$ cat src/rtl/muldiv_if.sv
// Issue/result bundle between the core's EX stage and the RV32M multiply/divide unit.
interface muldiv_if #(
  parameter int unsigned XLEN  = 32,
  parameter int unsigned TAG_W = 5
);
  logic             start;
  logic [2:0]       funct3;
  logic [XLEN-1:0]  op_a;
  logic [XLEN-1:0]  op_b;
  logic [TAG_W-1:0] rd_in;
  logic             flush;
  logic             busy;
  logic             done;
  logic [XLEN-1:0]  result;
  logic [TAG_W-1:0] rd_out;

  modport master (
    output start, funct3, op_a, op_b, rd_in, flush,
    input  busy, done, result, rd_out
  );

  modport slave (
    input  start, funct3, op_a, op_b, rd_in, flush,
    output busy, done, result, rd_out
  );
endinterface

$ cat src/rtl/muldiv_unit.sv
// Iterative RV32M unit: shift-add multiply and restoring divide on operand magnitudes.
// Define MULDIV_FAST_MUL_EN to complete MUL* in one cycle with a full-width product.
module muldiv_unit #(
  parameter int unsigned XLEN  = 32,
  parameter int unsigned TAG_W = 5
) (
  input logic     clk,
  input logic     rst_n,
  muldiv_if.slave bus
);

  localparam int unsigned CW = $clog2(XLEN);
  localparam logic [CW-1:0]   LAST_ITER = CW'(XLEN - 1);
  localparam logic [XLEN-1:0] MIN_INT   = {1'b1, {(XLEN-1){1'b0}}};

  localparam logic [1:0] S_IDLE = 2'd0;
  localparam logic [1:0] S_CALC = 2'd1;
  localparam logic [1:0] S_DONE = 2'd2;

  logic [1:0]       state;
  logic [CW-1:0]    cnt;
  logic [2:0]       f3;
  logic [TAG_W-1:0] rd_lat;
  logic [XLEN-1:0]  hi, lo, mcand;
  logic             neg_q, neg_r;
  logic [XLEN-1:0]  result_q;
  logic [TAG_W-1:0] rd_q;

  // Issue-side decode
  logic [2:0]      f3_in;
  logic            sgn_a_in, sgn_b_in, a_neg_in, b_neg_in;
  logic [XLEN-1:0] abs_a_in, abs_b_in;
  logic            div_zero, div_ovf;
  logic [XLEN-1:0] special_res;

  always_comb begin
    f3_in       = bus.funct3;
    sgn_a_in    = f3_in[2] ? !f3_in[0] : (f3_in[1] ^ f3_in[0]);
    sgn_b_in    = f3_in[2] ? !f3_in[0] : (f3_in[1:0] == 2'b01);
    a_neg_in    = sgn_a_in & bus.op_a[XLEN-1];
    b_neg_in    = sgn_b_in & bus.op_b[XLEN-1];
    abs_a_in    = a_neg_in ? -bus.op_a : bus.op_a;
    abs_b_in    = b_neg_in ? -bus.op_b : bus.op_b;
    div_zero    = f3_in[2] && (bus.op_b == '0);
    div_ovf     = f3_in[2] && !f3_in[0] && (bus.op_a == MIN_INT) && (bus.op_b == '1);
    special_res = '0;
    if (div_zero)
      special_res = f3_in[1] ? bus.op_a : '1;
    else if (!f3_in[1])
      special_res = MIN_INT;
  end

`ifdef MULDIV_FAST_MUL_EN
  logic [2*XLEN-1:0] fast_prod, fast_signed;
  logic [XLEN-1:0]   fast_res;

  always_comb begin
    fast_prod   = {{XLEN{1'b0}}, abs_a_in} * {{XLEN{1'b0}}, abs_b_in};
    fast_signed = (a_neg_in ^ b_neg_in) ? -fast_prod : fast_prod;
    fast_res    = (f3_in[1:0] == 2'b00) ? fast_signed[XLEN-1:0] : fast_signed[2*XLEN-1:XLEN];
  end
`endif

  // One iteration: hi/lo hold {partial product, multiplier} or {remainder, quotient}.
  logic [XLEN:0]     mul_sum, div_shift, div_diff;
  logic [XLEN-1:0]   nxt_hi, nxt_lo;
  logic [2*XLEN-1:0] prod, prod_s;
  logic [XLEN-1:0]   quo, rem, calc_res;

  always_comb begin
    mul_sum   = {1'b0, hi} + {1'b0, (lo[0] ? mcand : '0)};
    div_shift = {hi, lo[XLEN-1]};
    div_diff  = div_shift - {1'b0, mcand};
    if (f3[2]) begin
      nxt_hi = div_diff[XLEN] ? div_shift[XLEN-1:0] : div_diff[XLEN-1:0];
      nxt_lo = {lo[XLEN-2:0], !div_diff[XLEN]};
    end else begin
      nxt_hi = mul_sum[XLEN:1];
      nxt_lo = {mul_sum[0], lo[XLEN-1:1]};
    end
    prod   = {nxt_hi, nxt_lo};
    prod_s = neg_q ? -prod : prod;
    quo    = neg_q ? -nxt_lo : nxt_lo;
    rem    = neg_r ? -nxt_hi : nxt_hi;
    if (f3[2])
      calc_res = f3[1] ? rem : quo;
    else
      calc_res = (f3[1:0] == 2'b00) ? prod_s[XLEN-1:0] : prod_s[2*XLEN-1:XLEN];
  end

  always_ff @(posedge clk) begin
    if (!rst_n) begin
      state    <= S_IDLE;
      cnt      <= '0;
      f3       <= '0;
      rd_lat   <= '0;
      hi       <= '0;
      lo       <= '0;
      mcand    <= '0;
      neg_q    <= 1'b0;
      neg_r    <= 1'b0;
      result_q <= '0;
      rd_q     <= '0;
    end else if (bus.flush) begin
      state <= S_IDLE;
    end else begin
      case (state)
        S_CALC: begin
          hi  <= nxt_hi;
          lo  <= nxt_lo;
          cnt <= cnt + 1'b1;
          if (cnt == LAST_ITER) begin
            state    <= S_DONE;
            result_q <= calc_res;
            rd_q     <= rd_lat;
          end
        end
        default: begin
          // IDLE and DONE both accept, which gives back-to-back issue from DONE.
          if (bus.start) begin
            f3     <= f3_in;
            rd_lat <= bus.rd_in;
            if (div_zero || div_ovf) begin
              state    <= S_DONE;
              result_q <= special_res;
              rd_q     <= bus.rd_in;
            end
`ifdef MULDIV_FAST_MUL_EN
            else if (!f3_in[2]) begin
              state    <= S_DONE;
              result_q <= fast_res;
              rd_q     <= bus.rd_in;
            end
`endif
            else begin
              state <= S_CALC;
              cnt   <= '0;
              hi    <= '0;
              lo    <= abs_a_in;
              mcand <= abs_b_in;
              neg_q <= a_neg_in ^ b_neg_in;
              neg_r <= a_neg_in;
            end
          end else begin
            state <= S_IDLE;
          end
        end
      endcase
    end
  end

  assign bus.busy   = (state == S_CALC);
  assign bus.done   = (state == S_DONE);
  assign bus.result = result_q;
  assign bus.rd_out = rd_q;

endmodule

$ cat src/flat_wrapper.sv
// flat-port wrapper written by rule: the top's interface ports become plain ports
module muldiv_unit_flat 
#(
  parameter int unsigned XLEN  = 32,
  parameter int unsigned TAG_W = 5
)
  (clk, rst_n, bus_start, bus_funct3, bus_op_a, bus_op_b, bus_rd_in, bus_flush, bus_busy, bus_done, bus_result, bus_rd_out);
  muldiv_if #(.XLEN(XLEN), .TAG_W(TAG_W)) bus_i ();
  input logic clk;
  input logic rst_n;
  input wire logic [$bits(bus_i.start)-1:0] bus_start;
  input wire logic [$bits(bus_i.funct3)-1:0] bus_funct3;
  input wire logic [$bits(bus_i.op_a)-1:0] bus_op_a;
  input wire logic [$bits(bus_i.op_b)-1:0] bus_op_b;
  input wire logic [$bits(bus_i.rd_in)-1:0] bus_rd_in;
  input wire logic [$bits(bus_i.flush)-1:0] bus_flush;
  output wire logic [$bits(bus_i.busy)-1:0] bus_busy;
  output wire logic [$bits(bus_i.done)-1:0] bus_done;
  output wire logic [$bits(bus_i.result)-1:0] bus_result;
  output wire logic [$bits(bus_i.rd_out)-1:0] bus_rd_out;
  assign bus_i.start = bus_start;
  assign bus_i.funct3 = bus_funct3;
  assign bus_i.op_a = bus_op_a;
  assign bus_i.op_b = bus_op_b;
  assign bus_i.rd_in = bus_rd_in;
  assign bus_i.flush = bus_flush;
  assign bus_busy = bus_i.busy;
  assign bus_done = bus_i.done;
  assign bus_result = bus_i.result;
  assign bus_rd_out = bus_i.rd_out;
  muldiv_unit #(.XLEN(XLEN), .TAG_W(TAG_W)) u_core (.clk(clk), .rst_n(rst_n), .bus(bus_i));
endmodule
$ cat config.mk
export PLATFORM = sky130hd
export DESIGN_NAME = muldiv_unit_flat
export DESIGN_NICKNAME = d
export VERILOG_FILES = /design/src/rtl/muldiv_if.sv /design/src/rtl/muldiv_unit.sv /design/src/flat_wrapper.sv
export SDC_FILE = /design/constraint.sdc
export NUM_CORES = 1
export LEC_CHECK = 0
export BUFFER_PORTS_ARGS = -buffer_cell sky130_fd_sc_hd__clkbuf_2
export CAP_MARGIN = 20
export CELL_PAD_IN_SITES_DETAIL_PLACEMENT = 1
export CELL_PAD_IN_SITES_GLOBAL_PLACEMENT = 1
export CORE_ASPECT_RATIO = 0.8
export CORE_MARGIN = 8
export CORE_UTILIZATION = 49
export DETAILED_ROUTE_END_ITERATION = 12
export GPL_TIMING_DRIVEN = 1
export PLACE_DENSITY_LB_ADDON = 0.1
export SETUP_SLACK_MARGIN = 0.3
export SYNTH_ARGS = -nofsm -noshare
export SYNTH_HDL_FRONTEND = slang
export SYNTH_SLANG_ARGS = --single-unit
$ cat constraint.sdc
create_clock -name clk -period 10.1 [get_ports clk]
set_clock_uncertainty 0.2 [all_clocks]
set_input_delay 0 -clock clk [delete_from_list [all_inputs] [get_ports clk]]
set_output_delay 0 -clock clk [all_outputs]
set_load 0.02 [all_outputs]
==> run summary <==
Syn_area_per_cell -> 6.99 um^2
CTS Buffer Depth -> 2
Flops & latches, synth -> 150
Final HPWL from detailed placement -> 55600 um
GRT overflow -> 0
Routed Antenna Nets -> 0
Net count reported at finish -> 2563
Fin crit share -> 80.1%
Synthesized area -> 16100 um^2
Critical path fanouts, max -> 9
DRT iter0 DRCs -> 2525
Core Region -> 32400 um^2
Chip Height -> 178 um
RSZ-0062 raised after global routing -> no
TritonCTS clock tree -> built
Critical path buffers and inverters -> 2
DIE AREA -> 38900 um^2
Seq/Total Area, Yosys -> 18.7%
Largest net degree at the start of global routing -> 76
Area grow syn2layout -> 14.9%
Top cells by area, synth -> dfxtp_1 (19%), nor2_1 (7.2%), a21oi_1 (6.1%)
Num ports -> 115
Worst-Margin Slew -> 1.14 ns
Cts bufs inserted -> 17
Worst path cell trace -> inv_1, ha_1, fa_1, nand2b_1, a211o_1, a2111oi_4, o211a_1, o21ai_1, a22oi_1, ha_1, nor3b_1, o221ai_1, nor4_1, nand4_1, or3_1, o21a_1, a311oi_1, nand4b_1, nand2_1, xnor2_1, a21oi_1, o221ai_1, o2111a_1, dlygate4sd3_1
Hold Path Origin -> bus_op_a[31]
DR vias/cell -> 6.97
Buffers on Ports -> 114
Clock root cell -> clkbuf_16
# DRC -> 0
Final Max Tran Viols -> 0
Crit Path Category -> reg -> reg
Number of max-cap violations -> 0
Required @ worst endpoint -> 10.25 ns
DR WL/cell -> 27.4 um
Fmax -> 0.124 GHz
Clk_lat worst skew -> 0.47 ns
Synth top cells by count -> nor2_1 (307), a21oi_1 (196), nand2_1 (183)
Total GRT Usage -> 38.9%
Count leader, synth -> nor2_1
Power Total -> 2.02 mW
Setup TNS -> 0 ns
Yosys cell types -> 93
Share of the synthesized area in the top cell type -> 18.7%
Tmin final -> 8.09 ns
R2R setup slack -> 2.01 ns
Worst path slowest cell -> or3_1
Yosys Warn Count -> 0
Clock transition at path regs -> 0.08 ns
# H-tree levels -> 4
CP top delay family -> compound AO/OA/AOI/OAI gates
Status -> finished, final reports clean
Worst min-delay path category -> in -> reg
Number of hold buffers added after CTS -> 96
Power per cell area -> 109 nW/um^2
Worst vdd ir -> 0.102 mV
First-pass GRT wire length -> 119000 um
Endpoints failing setup -> 0
Vias in the first global route -> 19800
Hold EP -> u_core.neg_q
GPL Wtd Cong -> 1.02
R2R depth -> 24
Static leakage -> 7.10 nW
Hold path depth -> 4
First-pass DRT Iterations -> 6
Total number of placement rows -> 59
FILL cells -> 4226
Primary FF master, synth -> dfxtp_1
Reg2reg start -> u_core.lo[31]
Max incr delay on CP -> 0.60 ns
Crit path launch type -> flip-flop
Final wirelength -> 78200 um
Vias -> 19900
Clk sinks -> 150
Crit end category -> flip-flop
CP arrival -> 8.24 ns
Post-synth EDFFs -> 0
Die X -> 218 um
Post-Syn Nets -> 2448
Initial antenna violation count -> 3
Share of flip-flops with an asynchronous set or reset -> 0%
Initial Util -> 49.6%
Worst R2R End -> u_core.bus.result[14]
Share of layout cells above drive strength 1 -> 9.77%
Post-cts resize count -> 0
Gate Count Post-Synth -> 2298
Post-synth top area cell -> dfxtp_1
Setup repair bufs after CTS -> 0
Slew margin rel. -> 23.8%
Final hold vios -> 0
## how the worst max path moves through the flow
stage	cells after the start	startpoint	to	slack, ns
2_1_floorplan	23	u_core.lo[31]	u_core.bus.result[18]	4.23
3_3_place_gp	22	u_core.lo[31]	u_core.bus.result[30]	3.14
3_5_place_dp	22	u_core.lo[31]	u_core.bus.result[30]	2.88
4_1_cts	24	u_core.lo[31]	u_core.bus.result[14]	2.32
5_1_grt	24	u_core.lo[31]	u_core.bus.result[14]	1.59
6_report	24	u_core.lo[31]	u_core.bus.result[14]	2.01
## metrics by stage
stage	area [um^2]	std cells	hold slack (ns)	setup WS, ns	utilization (%)
6_report	18500	2854	0.0855	2.01	57.0
5_1_grt	18500	2854	0.0810	1.59	57.0
4_1_cts	18500	2852	0.0180	2.32	56.9
3_5_place_dp	16900	2724	0.0757	2.88	52.1
3_3_place_gp	16900	2724	0.0588	3.14	52.1
2_1_floorplan	16100	2298	-0.0528	4.23	-
## registers in the layout, indices dropped and copies added (netlist names)
| signal | cells |
|---|---|
| u_core.bus.rd_out | 5 |
| u_core.bus.result | 32 |
| u_core.cnt | 5 |
| u_core.f3 | 3 |
| u_core.hi | 32 |
| u_core.lo | 32 |
| u_core.mcand | 32 |
| u_core.neg_q | 1 |
| u_core.neg_r | 1 |
| u_core.rd_lat | 5 |
| u_core.state | 2 |
## final cells by class
type | count | area [um^2] | area share, %
clock inverters | 15 | 183 | 0.989
multi-input cells | 1919 | 12200 | 66.1
inverters | 78 | 295 | 1.60
well taps | 427 | 534 | 2.89
flip-flops and latches | 150 | 3010 | 16.3
clock buffers | 17 | 425 | 2.30
repair buffers | 247 | 1810 | 9.79
diodes | 1 | 2.50 | 0.0136
## worst reg2reg max path, stage by stage, from the launching register on
cell and delay [ns]:
dfxtp_1 0.37, inv_1 0.11, ha_1 0.23, fa_1 0.41
nand2b_1 0.23, a211o_1 0.38, a2111oi_4 0.44, o211a_1 0.41
o21ai_1 0.17, a22oi_1 0.46, ha_1 0.29, nor3b_1 0.28
o221ai_1 0.24, nor4_1 0.53, nand4_1 0.39, or3_1 0.60
o21a_1 0.31, a311oi_1 0.24, nand4b_1 0.36, nand2_1 0.20
xnor2_1 0.08, a21oi_1 0.17, o221ai_1 0.13, o2111a_1 0.18
dlygate4sd3_1 0.57
## metal layers
layer / GRT usage, % / wire length (um) / share of wire [%]
met1: 52.1 / 33100 / 42
met2: 59.2 / 33600 / 43
met3: 9.88 / 8660 / 11
met4: 15.0 / 2910 / 3.7
met5: 0 / 27 / 0.035
## where the power goes
group | switching, mW | internal, mW
Combinational | 0.457 | 0.231
Sequential | 0.0260 | 0.612
Clock | 0.359 | 0.337
Total | 0.842 | 1.18
## layout by cell type, fill, tap and decap left out, types with 9 or more instances in the layout
cell type,n
o21ai_0,167
o31ai_1,35
nor2_1,306
or4_1,16
nor4_1,23
o211ai_1,37
a211oi_1,78
buf_4,36
a21oi_1,195
a221oi_1,14
nor2b_1,14
nand2b_1,22
clkbuf_16,17
clkbuf_2,115
a2111oi_0,9
a21o_1,16
a311oi_1,16
a22oi_1,34
a31oi_1,30
nand4_1,35
and2_1,45
mux2i_1,50
and3_1,11
dfxtp_1,148
nor3_1,53
xor2_1,60
nand2_1,183
nor3b_1,12
dlygate4sd3_1,96
nand3_1,55
ha_1,72
xnor2_1,110
o21a_1,18
mux2_2,11
or3_1,35
inv_1,75
## logic make-up (layout without fill, tap and decap cells)
group                      Yosys count  in the layout  synth area share, %
and+or+nand+nor                    845            845                 25.0
AOI/OAI and AO/OA                  769            769                 31.8
buffers and inverters              229            357                 5.56
xor gates and xnor gates           170            170                 9.26
DFF                                150            150                 18.7
adders and majority gates           74             74                 5.85
muxes                               61             61                 3.88
other                                0              1                    0
Power figures use the tool's default switching activity.
